File: src/rtl/fifo_drain_arbiter_pkg.sv
// Shared state encoding and width helpers for the FIFO drain arbiter and its round-robin picker.
package fifo_drain_arbiter_pkg;

  typedef enum logic {
    IDLE = 1'b0,
    BUSY = 1'b1
  } state_e;

  function automatic int chan_w(input int nch);
    return (nch > 1) ? $clog2(nch) : 1;
  endfunction

  function automatic int beat_w(input int maxburst);
    return (maxburst > 0) ? $clog2(maxburst + 1) : 1;
  endfunction

endpackage

File: src/rtl/fifo_drain_arbiter_rr_pick.sv
// Combinational round-robin picker: first requester after i_last, wrapping modulo NCH.
// Zero latency; no handshake, o_found flags that any request was present.
module fifo_drain_arbiter_rr_pick
  import fifo_drain_arbiter_pkg::*;
#(
  parameter int NCH = 4,
  parameter int CW  = chan_w(NCH)
) (
  input  logic [NCH-1:0] i_req,
  input  logic [CW-1:0]  i_last,
  output logic [CW-1:0]  o_idx,
  output logic           o_found
);

  logic [NCH-1:0] w_rot;
  int             w_off;
  int             w_sum;

  // Rotate so bit 0 is channel last+1; the lowest set bit is then the winner's offset.
  always_comb begin
    w_rot   = NCH'({i_req, i_req} >> (int'(i_last) + 1));
    o_found = |i_req;
    w_off   = 0;
    for (int j = NCH - 1; j >= 0; j--) begin
      if (w_rot[j]) w_off = j;
    end
    w_sum = int'(i_last) + 1 + w_off;
    if (w_sum >= NCH) w_sum = w_sum - NCH;
    o_idx = CW'(w_sum);
  end

endmodule

File: src/rtl/fifo_drain_arbiter.sv
// Round-robin drain of NCH FIFOs onto one registered valid/ready stream, grant held per packet/burst.
// First DEQ 1 clk after arbitration, O_VALID 1 clk after DEQ; no DEQ while the output beat is stalled.
module fifo_drain_arbiter
  import fifo_drain_arbiter_pkg::*;
#(
  parameter int width    = 128,
  parameter int NCH      = 4,
  parameter int MAXBURST = 0,
  parameter int CW       = chan_w(NCH)
) (
  input  logic                 CLK,
  input  logic                 RST_N,
  input  logic                 CLR,
  input  logic [NCH-1:0]       CH_EMPTY_N,
  input  logic [NCH*width-1:0] CH_DATA,
  input  logic [NCH-1:0]       CH_EOP,
  output logic [NCH-1:0]       CH_DEQ,
  output logic                 O_VALID,
  input  logic                 O_READY,
  output logic [width-1:0]     O_DATA,
  output logic                 O_EOP,
  output logic [CW-1:0]        O_CHAN,
  output logic                 GRANT_ACT
);

  localparam int BW = beat_w(MAXBURST);

  state_e           r_state;
  state_e           w_state_nxt;
  logic [CW-1:0]    r_last;
  logic [CW-1:0]    r_grant;
  logic [BW-1:0]    r_beats;
  logic             r_valid;
  logic             r_eop;
  logic [CW-1:0]    r_chan;
  logic [width-1:0] r_data;

  logic [CW-1:0]    w_pick_idx;
  logic             w_pick_found;
  logic             w_sel_vld;
  logic             w_sel_eop;
  logic [width-1:0] w_sel_data;
  logic             w_fire;
  logic             w_burst_end;
  logic             w_release;

  fifo_drain_arbiter_rr_pick #(
    .NCH (NCH),
    .CW  (CW)
  ) u_rr_pick (
    .i_req   (CH_EMPTY_N),
    .i_last  (r_last),
    .o_idx   (w_pick_idx),
    .o_found (w_pick_found)
  );

  assign w_sel_vld   = CH_EMPTY_N[r_grant];
  assign w_sel_eop   = CH_EOP[r_grant];
  assign w_sel_data  = CH_DATA[int'(r_grant)*width +: width];
  // CLR suppresses DEQ so no beat is popped into a register that is being cleared.
  assign w_fire      = (r_state == BUSY) && w_sel_vld && (!r_valid || O_READY) && !CLR;
  assign w_burst_end = (MAXBURST != 0) && (r_beats == BW'(MAXBURST - 1));
  assign w_release   = w_fire && (w_sel_eop || w_burst_end);

  always_ff @(posedge CLK or negedge RST_N) begin
    if (!RST_N)   r_state <= IDLE;
    else if (CLR) r_state <= IDLE;
    else          r_state <= w_state_nxt;
  end

  always_comb begin
    w_state_nxt = r_state;
    case (r_state)
      IDLE:    if (w_pick_found) w_state_nxt = BUSY;
      BUSY:    if (w_release)    w_state_nxt = IDLE;
      default: w_state_nxt = IDLE;
    endcase
  end

  always_comb begin
    CH_DEQ = '0;
    if (w_fire) CH_DEQ[r_grant] = 1'b1;
    GRANT_ACT = (r_state == BUSY);
  end

  // last starts at NCH-1 so channel 0 wins the first arbitration after reset/clear.
  always_ff @(posedge CLK or negedge RST_N) begin
    if (!RST_N) begin
      r_last  <= CW'(NCH - 1);
      r_grant <= '0;
      r_beats <= '0;
    end else if (CLR) begin
      r_last  <= CW'(NCH - 1);
      r_grant <= '0;
      r_beats <= '0;
    end else if ((r_state == IDLE) && w_pick_found) begin
      r_grant <= w_pick_idx;
      r_beats <= '0;
    end else if (w_fire) begin
      r_beats <= r_beats + 1'b1;
      if (w_release) r_last <= r_grant;
    end
  end

  always_ff @(posedge CLK or negedge RST_N) begin
    if (!RST_N) begin
      r_valid <= 1'b0;
      r_eop   <= 1'b0;
      r_chan  <= '0;
    end else if (CLR) begin
      r_valid <= 1'b0;
      r_eop   <= 1'b0;
      r_chan  <= '0;
    end else if (w_fire) begin
      r_valid <= 1'b1;
      r_eop   <= w_sel_eop;
      r_chan  <= r_grant;
    end else if (r_valid && O_READY) begin
      r_valid <= 1'b0;
    end
  end

  always_ff @(posedge CLK) begin
    if (w_fire) r_data <= w_sel_data;
  end

  assign O_VALID = r_valid;
  assign O_EOP   = r_eop;
  assign O_CHAN  = r_chan;
  assign O_DATA  = r_data;

endmodule

File: config.mk
export PLATFORM = sky130hd
export DESIGN_NAME = fifo_drain_arbiter
export DESIGN_NICKNAME = d
export VERILOG_FILES = /design/src/rtl/fifo_drain_arbiter_pkg.sv /design/src/rtl/fifo_drain_arbiter_rr_pick.sv /design/src/rtl/fifo_drain_arbiter.sv
export SDC_FILE = /design/constraint.sdc
export NUM_CORES = 1
export LEC_CHECK = 0
export BUFFER_PORTS_ARGS = -buffer_cell sky130_fd_sc_hd__buf_2
export CORE_AREA = 2 2 257 259
export CTS_BUF_LIST = sky130_fd_sc_hd__clkbuf_4 sky130_fd_sc_hd__clkbuf_8
export DETAILED_ROUTE_END_ITERATION = 12
export DIE_AREA = 0 0 259 261
export GPL_TIMING_DRIVEN = 0
export HOLD_SLACK_MARGIN = 0.08
export PLACE_DENSITY_LB_ADDON = 0.15
export SETUP_SLACK_MARGIN = 0.3
export SYNTH_ARGS = -nofsm -noshare
export SYNTH_HDL_FRONTEND = slang
export SYNTH_SLANG_ARGS = --single-unit
File: constraint.sdc
create_clock -name CLK -period 6.7 [get_ports CLK]
set_input_delay 0.335 -clock CLK [delete_from_list [all_inputs] [get_ports CLK]]
set_output_delay 0.335 -clock CLK [all_outputs]
set_load 0.02 [all_outputs]
; After elaboration in Yosys (flattened, before gate mapping)
; Index checks and enable logic that the tools add are counted.
[op_classes]
add_sub_neg = 3
order_cmp = 3
eq_ne = 1
shift = 2
n_mux = 29
bitwise_logic = 1
n_reduce_logical = 16
[ops]
columns = operator, n
row1 = $shiftx A512 B10 Y128, 1
row2 = $ge A32 B4 Y1 const B, 1
row3 = $mux W2, 13
row4 = $mux W1, 11
row5 = $shr A8 B3 Y4, 1
row6 = $logic_and A1 B1 Y1, 7
row7 = $reduce_bool A2 Y1, 3
row8 = $add A3 B2 Y4, 1
row9 = $bmux W1 S2, 2
row10 = $mux W4, 1
row11 = $reduce_or A4 Y1, 1
row12 = $add A2 B1 Y3 const B, 1
row13 = $lt A2 B3 Y1 const B, 1
row14 = $reduce_and A3 Y1, 1
row15 = $reduce_bool A3 Y1, 1
row16 = $demux W1 S2, 1
row17 = $ge A2 B1 Y1 const B, 1
row18 = $logic_not A1 Y1, 2
row19 = $ne A2 B2 Y1 const B, 1
row20 = $pmux W1 S2, 1
row21 = $sub A2 B1 Y2 const B, 1
row22 = $logic_or A1 B1 Y1, 1
row23 = $not A1 Y1, 1
[totals]
ff_bits = 137
in_bits = 524
output_inout_bits = 137
word_cells = 62

; Depth between registers and ports, before layout
; Gate-level depths: netlist of run 1.
[depth]
ltp_word = 11
ltp_mapped = 10

; By module
; From an unflattened synthesis of run 1, not the netlist that was laid out.
[hier_totals]
cells_unflattened = 366
area_unflattened_um2 = 7654.8
[by_module_without_submodules]
columns = module, instances, cells_each, area_each_um2, seq_area_each_um2
row1 = fifo_drain_arbiter, 1, 342, 7480.9, 4071.4
row2 = fifo_drain_arbiter_rr_pick, 1, 24, 173.9, 0.0

; Worst setup path after synthesis of run 1
; No wires, ideal clock.
[synth_timing]
path_kind = register to output
start = register r_grant[0]
end = output port CH_DEQ[3]
arrival_ps = 7071
required_time_ps = 6365
path_slack_ps = -706
stages_incl_launch_ff = 5
path_buffers = 0
cell_sequence = dfrtp_1 > mux4_2 > nand3_2 > nor2_1 > and3_1
[synth_between]
elab_chain_cells = 6
word_cells_on_any_way = 11
classes_between = order compare (2) / mux (5) / reduce/logical (4)
[synth_lines]
columns = item, line_no
row1 = start: declaration, fifo_drain_arbiter.sv:31  ; logic [CW-1:0] r_grant;
row2 = start signal: assignment, fifo_drain_arbiter.sv:97  ; r_grant <= w_pick_idx;
row3 = $bmux W1 S2, fifo_drain_arbiter.sv:57  ; assign w_sel_vld = CH_EMPTY_N[r_grant];
row4 = $mux W1 (implied by the code), fifo_drain_arbiter.sv:57
row5 = $logic_and A1 B1 Y1 (3 in series), fifo_drain_arbiter.sv:61  ; assign w_fire = (r_state == BUSY) && w_sel_vld && (!r_valid || O_READY) && !CLR;
row6 = named net w_fire, fifo_drain_arbiter.sv:43  ; logic w_fire;
row7 = $mux W4, fifo_drain_arbiter.sv:82  ; if (w_fire) CH_DEQ[r_grant] = 1'b1;
row8 = end: declaration, fifo_drain_arbiter.sv:17  ; output logic [NCH-1:0] CH_DEQ,
; The timed path passes the listed nets, and every way through them passes these cells. The select of a mux whose other input is x is not followed.

; Worst setup path after layout of run 1
[layout_timing]
start = register r_grant[1]
end = output port CH_DEQ[2]
[layout_between]
elab_chain_cells = 6
word_cells_on_any_way = 11
classes_between = order compare (2) / mux (5) / reduce/logical (4)
[layout_lines]
columns = item, line_no
row1 = "parallel branches: the longest is 5 deep, another holds $lt A2 B3 Y1", --
row2 = $mux W4 *, fifo_drain_arbiter.sv:82
; Mark *: on every way between the ends. The select of a mux whose other input is x is not followed.

==> run metrics, run 1 <==
largest net degree at the start of global routing=32; synth unique cells=38; Power Dens Cells=211 mW/mm^2; reg2reg path depth=3; first-pass GRT wire length=51300 um; post-CTS setup buffers=0; Post-DRT Antenna Nets=0; P_leak=5.13 nW; syn_nets=883; Arrival @ worst endpoint=2.46 ns; Net Sw Frac=0.291; Remaining DRCs=0; RSZ-0062 raised after global routing=false; Post-synth ARST share=0.0657; Reg power frac=0.395; 1st-iter DRT viols=275; post-synthesis sequential area ratio=0.539; Vias/cell=3.51; f_max=357 MHz; max-cap violation count=0; maximum VDD drop=0.123 mV; FF-to-FF setup slack=4.31 ns; Post-synth EDFFs=128; Hold Fails Final Rpt=0; vias in the first global route=7411; Row Count=94; r2r endpoint=O_DATA[93]; Die H=261 um; CTS clk-pin slew, worst paths=0.09 ns; area of the core=0.0650 sq mm; WL per Instance=19.6 um; Final Util=0.192; Post-Syn Instances=358; post-route cell area=0.0125 sq mm; Critical Path Fanout Max=10; Min-Delay Path Class=input port to register; Mean Syn Cell Area=21.1 sq um; post-CTS sizing=0; DP Cell Count=1886; CTS tree=yes; # IOs=661; CTS root buffer=clkbuf_8; die width=259 um; mapped cell area=0.00755 sq mm; NetSw=0.767 mW; share of cells above drive strength 1=0.815; Hold Path Origin=CH_DATA[52]; outcome=finished, final reports clean; clk buf depth=2; Skew-Pair Late Insertion Delay=0.52 ns; power share of the combinational group=0.292; Max Slew Vio Count=0; final setup vio count=0; Worst Skew=0.0163 ns; Hold EP=O_DATA[52]; Area after DPL=0.0120 sq mm; Layout area overhead=65.6%; Die ar.=0.0676 sq mm; detailed-route via count=6737; period utilization=0.417; initial antenna violation count=4; CP required=6.36 ns; Synth Register Bits=137; Synthesis Warnings=0; WS Path Type=register to output port; fin crit period=2.80 ns; drt first pass iters=4; final std cells w/o fill=1921; # H-tree levels=4; Top FF cell, synth=edfxtp_1; Worst Max-Slew Pin Slew=1.14 ns; Pint=1.87 mW; Port Buffers=660; slew margin rel.=0.239; CTS Hold Bufs=2; gpl congestion=0.809; hold depth=2; critical path capture point type=output port; initial core utilization=0.116; clock power share=0.313; Layout Nets=1568; CTS Buf Count=17; CP startpoint kind=register; worst r2r src=r_grant[1]; wirelength, routed=37600 um; hpwl dp=31800 um; overall global routing resource usage=0.108; clock sink total=137; total grt overflow=0
==> cell usage after synthesis (all sizes together), types with 2 or more instances <==
master,n,share of area
mux4,130,0.39
edfxtp,128,0.51
buf,29,0.024
nor2,13,0.0065
a21oi,9,0.0060
nand2,8,0.0040
dfrtp,7,0.023
clkbuf,3,0.0015
dfstp,2,0.0070
inv,2,0.00099
mux2,2,0.0030
nand2b,2,0.0017
nand4,2,0.0025
nor3,2,0.0013
==> logic make-up after synthesis <==
group                      share of synthesized area
DFF                                            0.539
muxes                                          0.392
buffers and inverters                         0.0264
and+or+nand+nor                               0.0222
AOI/OAI and AO/OA                             0.0169
xor gates and xnor gates                     0.00116
adders and majority gates                    0.00166
==> how the worst max path moves through the flow <==
| stage | from | endpoint | slack [ns] |
|---|---|---|---|
| finish | r_grant[1] | CH_DEQ[2] | 3.90 |
| global route | r_grant[1] | CH_DEQ[2] | 3.57 |
| CTS | r_grant[1] | CH_DEQ[2] | 3.67 |
| detailed placement | r_grant[1] | O_DATA[93] | 4.11 |
| global placement | r_grant[0] | CH_DEQ[3] | -0.73 |
| floorplan | r_grant[0] | CH_DEQ[3] | 1.55 |
==> registers in the layout, indices dropped and copies added, names as in the netlist <==
register / count
r_last: 2
r_grant: 2
GRANT_ACT: 1
O_EOP: 1
O_CHAN: 2
O_DATA: 128
O_VALID: 1
==> layout by cell type (no fill, tap or decap), types with 5 or more instances in the layout <==
master       n
buf_2      675
mux4_2     130
edfxtp_1   128
clkbuf_8    17
nor2_1      12
buf_4       10
a21oi_1      9
nand2_1      8
dfrtp_1      7
bufinv_16    5
==> power by group through the flow <==
stage	sequential [mW]	clock (mW)	combinational [mW]
finish	1.04	0.823	0.770
global route	1.04	0.906	0.832
CTS	1.04	0.881	0.795
floorplan	1.12	0	0.383
detailed placement	1.06	0	0.792
global placement	1.07	0	0.787
==> critical path, cell delays in order, from the launching register on <==
cell and delay [ns]:
dfrtp_1 0.39, buf_2 0.33, buf_2 0.44, buf_2 0.31
nor4b_1 0.25, buf_2 0.22
==> final cells by class <==
class,count,area (sq um)
Buffer,32,191
Multi-Input combinational cell,187,3280
Fill cell,7148,52500
Tap cell,864,1080
Inverter,2,7.51
Clock buffer,17,234
Timing Repair Buffer,666,3400
Sequential cell,137,4070
Clock inverter,15,223
Antenna cell,1,2.50
==> routing by layer <==
| metal | vias up | track usage | routed length, um | share of wire |
|---|---|---|---|---|
| li1 | 2996 | - | - | - |
| met1 | 3341 | 0.117 | 14000 | 0.37 |
| met2 | 356 | 0.196 | 20000 | 0.53 |
| met3 | 40 | 0.0317 | 2800 | 0.074 |
| met4 | 4 | 0.0424 | 803 | 0.021 |
| met5 | - | 0 | 26 | 0.00069 |
==> metrics by stage <==
step	hold slack [ns]	TNS, ns	power, mW	setup slack, ns
6_report	0.198	0	2.63	3.90
5_1_grt	0.129	0	2.78	3.57
4_1_cts	0.106	0	2.72	3.67
3_5_place_dp	0.212	0	1.85	4.11
3_3_place_gp	0.212	-39.47	1.86	-0.728
2_1_floorplan	0.0394	0	1.50	1.55
No activity file was read; power rests on OpenSTA's default activity.
==> inputs of run 2 (changes only) <==
Settings changed: ABC_AREA set to 1, CORE_AREA 2 2 257 259 to 2 2 260 262, DIE_AREA 0 0 259 261 to 0 0 262 264.
Clock period 6.7 ns to 2.65 ns, I/O delays scaled along.
==> run metrics, run 2 <==
outcome=stopped before the end; Stopped at=clock tree synthesis (4_1_cts); Tool Error=[ERROR RSZ-0060] Max buffer count reached.; CTS Hold Bufs=464; synth unique cells=26; synth cell count leaders=238 x nand2_1, 196 x a22oi_1, 128 x edfxtp_1; largest family of logic cells by synthesized area=compound AO/OA/AOI/OAI gates; post-synthesis simple-gate area fraction=0.188; CTS Buf Count=17; post-synth top area cell=edfxtp_1; clk buf depth=2; Die H=264 um; CTS root buffer=clkbuf_8; Mean Syn Cell Area=9.93 sq um; Post-Synth Adder-Cell Area=0.00169; mux cell area share after synthesis=0; xor-xnor portion of the synthesized cell area=0.00119; # H-tree levels=4; Post-Syn Instances=744; Row Count=95; Synth Register Bits=137; mapped cell area=0.00739 sq mm; post-synthesis compound-gate area fraction=0.204; Post-synth EDFFs=128; syn_nets=1269; Post-synth ARST share=0.0657; # IOs=661; initial core utilization=0.111; post-CTS setup buffers=3; hpwl dp=38000 um; post-CTS sizing=1; die width=262 um; clock sink total=137; top-count cell post-synth=nand2_1; Synthesis Warnings=0; top-area cell type share of the netlist area=0.520; Top FF cell, synth=edfxtp_1; Area contributors post-synth=edfxtp_1 52%, a22oi_1 20%, nand2_1 12%; Port Buffers=660; gpl congestion=0.863; post-synthesis sequential area ratio=0.551
==> run 2: cell types whose count changed after synthesis, moves of 3 or more <==
cell,change
buf_4,-3
nand2_2,+3
nand3_1,+72
a21oi_1,-8
clkbuf_1,-3
mux4_2,-130
buf_2,+34
nor3_2,+3
nor2_1,-8
o21ai_1,+3
a22oi_1,+195
nand2_1,+230
nor2_4,+3
inv_1,+11
==> run 2: kinds of logic after synthesis <==
| logic type | count (synthesis) |
|---|---|
| and+or+nand+nor | 328 |
| AOI/OAI and AO/OA | 202 |
| DFF | 137 |
| buffers and inverters | 75 |
| xor gates and xnor gates | 1 |
| adders and majority gates | 1 |
==> run 2: per-stage QoR <==
stage               cell area [sq um]  setup WS (ns)   util  hold WS [ns]  cells
floorplan                        7390         -0.886      -        -0.163    744
global placement                11800          -2.50  0.177       0.00478   2277
detailed placement              11900         0.0413  0.179       0.00947   2282
==> inputs of run 3 (changes only) <==
Settings changed: CORE_AREA 2 2 260 262 to 2 2 254 256, CTS_BUF_LIST sky130_fd_sc_hd__clkbuf_4 sky130_fd_sc_hd__clkbuf_8 to not set, DIE_AREA 0 0 262 264 to 0 0 256 258, HOLD_SLACK_MARGIN 0.08 to not set, SETUP_SLACK_MARGIN 0.3 to not set.
==> run metrics, run 3 <==
Max Slew Vio Count=0; Power Dens Cells=874 mW/mm^2; Synthesis Warnings=0; worst setup path start=r_grant[1]; area of the core=0.0636 sq mm; gpl congestion=0.946; Remaining DRCs=0; maximum VDD drop=0.482 mV; Die ar.=0.0660 sq mm; Area contributors post-synth=edfxtp_1 52%, a22oi_1 20%, nand2_1 12%; Arrival @ worst endpoint=2.76 ns; Skew-Pair Late Insertion Delay=0.48 ns; clock sink total=137; overall global routing resource usage=0.142; CTS clk-pin slew, worst paths=0.06 ns; wirelength, routed=48500 um; Post-synth ARST share=0.0657; outcome=finished, final reports clean; commonest non-fill, non-tap cell in the layout=buf_2; hpwl dp=37500 um; Worst Skew=0.0145 ns; reg2reg path depth=8; Critical Path Fanout Max=10; Worst Max-Slew Pin Slew=0.541 ns; 1st-iter DRT viols=566; largest net degree at the start of global routing=32; WL per Instance=17.9 um; Top FF cell, synth=edfxtp_1; CTS tree=yes; initial antenna violation count=12; vias in the first global route=11113; Post-Syn Instances=744; CP required=2.87 ns; max reg flops=128; final setup vio count=0; Layout Nets=2352; fin crit period=2.54 ns; xor-xnor portion of the synthesized cell area=0.00119; Post-synth EDFFs=128; FF-to-FF setup slack=0.11 ns; max-cap violation count=0; mux cell area share after synthesis=0; initial core utilization=0.116; syn_nets=1269; CTS root buffer=clkbuf_16; Die H=258 um; most frequent cells in the layout=708 x buf_2, 397 x dlygate4sd3_1, 238 x nand2_1; # H-tree levels=4; synth cell count leaders=238 x nand2_1, 196 x a22oi_1, 128 x edfxtp_1; Hold Slack=0.0425 ns; # IOs=661; post-synth top area cell=edfxtp_1; top-count cell post-synth=nand2_1; largest family of logic cells by synthesized area=compound AO/OA/AOI/OAI gates; slew margin rel.=0.639; post-synthesis sequential area ratio=0.551; Total Power=14.4 mW; Post-DRT Antenna Nets=0; RSZ-0062 raised after global routing=false; Layout area overhead=123%; top-area cell type share of the netlist area=0.520; clk buf depth=2; first-pass GRT wire length=68900 um; post-synthesis compound-gate area fraction=0.204; share of cells above drive strength 1=0.420; total grt overflow=0; Row Count=93; r2r endpoint=O_DATA[50]; Synth Register Bits=137; critical path capture point type=register; WS Path Type=register to register; die width=256 um; Post-Synth Adder-Cell Area=0.00169; Min-Delay Path Class=input port to register; synth unique cells=26; P_leak=7.27 nW; period utilization=0.957; CTS Buf Count=17; Vias/cell=3.88; detailed-route via count=10480; worst r2r src=r_grant[1]; Port Buffers=660; drt first pass iters=8; Hold Fails Final Rpt=0; f_max=394 MHz; Mean Syn Cell Area=9.93 sq um; Worst Setup EP=O_DATA[50]; CP startpoint kind=register; post-synthesis simple-gate area fraction=0.188; mapped cell area=0.00739 sq mm
[run 3: cell counts after synthesis]
Identical to the previous run, type by type.
[run 3: kinds of logic (layout without fill, tap and decap cells)]
kind of cell	after synthesis	count (layout)
other cells	0	7
buf+inv	75	1171
fa+ha+maj	1	1
compound gates	202	202
simple gates	328	328
xor+xnor	1	1
flops	137	137
[run 3: worst max-delay path, cell delays in order, from the launching register on]
cell	delay, ns
dfrtp_1	0.36
buf_4	0.17
nand2_1	0.10
inv_1	0.08
buf_4	0.19
a22oi_1	0.18
dlygate4sd3_1	0.57
nand2_1	0.05
dlygate4sd3_1	0.56
[run 3: repair_timing]
| item | in CTS | in global routing |
|---|---|---|
| hold buffers | 398 | 0 |
| endpoints found under the setup margin | 2 | 27 |
| resized for setup | 0 | 3 |
| gates cloned | 0 | 0 |
| buffers inserted | 2 | 0 |
| pin swaps | 1 | 0 |
| hold endpoints to repair | 137 | 0 |
[run 3: report_power, final]
group	total [mW]	switching [mW]	internal, mW
clock	2.58	1.10	1.48
combinational	8.49	4.53	3.96
sequential	3.33	0.0980	3.23
total	14.4	5.72	8.67
[run 3: worst min path at each step]
stage	start	end	slack, ns	depth (start not counted)
after global routing	CH_DATA[415]	O_DATA[31]	0.02	3
after CTS	CH_DATA[298]	O_DATA[42]	0.001	3
final	CH_DATA[131]	O_DATA[3]	0.04	3
after floorplan	RST_N	GRANT_ACT	-0.16	0
after detailed placement	RST_N	O_VALID	0.008	1
after global placement	RST_N	O_VALID	0.007	1
[run 3: routing by layer]
layer	wire length, um	track usage	up-vias	share of wire
met4	2090	0.0757	6	0.043
met2	24100	0.251	532	0.50
met5	32	0	-	0.00066
met3	3370	0.0379	100	0.069
li1	-	-	4969	-
met1	18900	0.157	4873	0.39
[run 3: stage by stage]
step	setup WS, ns	util	cell area (sq um)	TNS (ns)	std cells
finish	0.115	0.259	16500	0	2702
global route	0.00747	0.259	16500	0	2698
CTS	0.0168	0.258	16400	0	2695
detailed placement	0.264	0.186	11800	0	2263
global placement	-2.29	0.185	11800	-253.64	2259
floorplan	-0.886	-	7390	-76.53	744
[run 3: area by class of cell]
cell class | count | area, sq um
fill | 6965 | 47200
timing repair buffer | 1064 | 7380
sequential | 137 | 4070
multi-input combinational | 532 | 2920
tap | 855 | 1070
clock buffer | 17 | 425
buffer | 59 | 334
clock inverter | 15 | 174
inverter | 16 | 67.6
antenna | 7 | 17.5
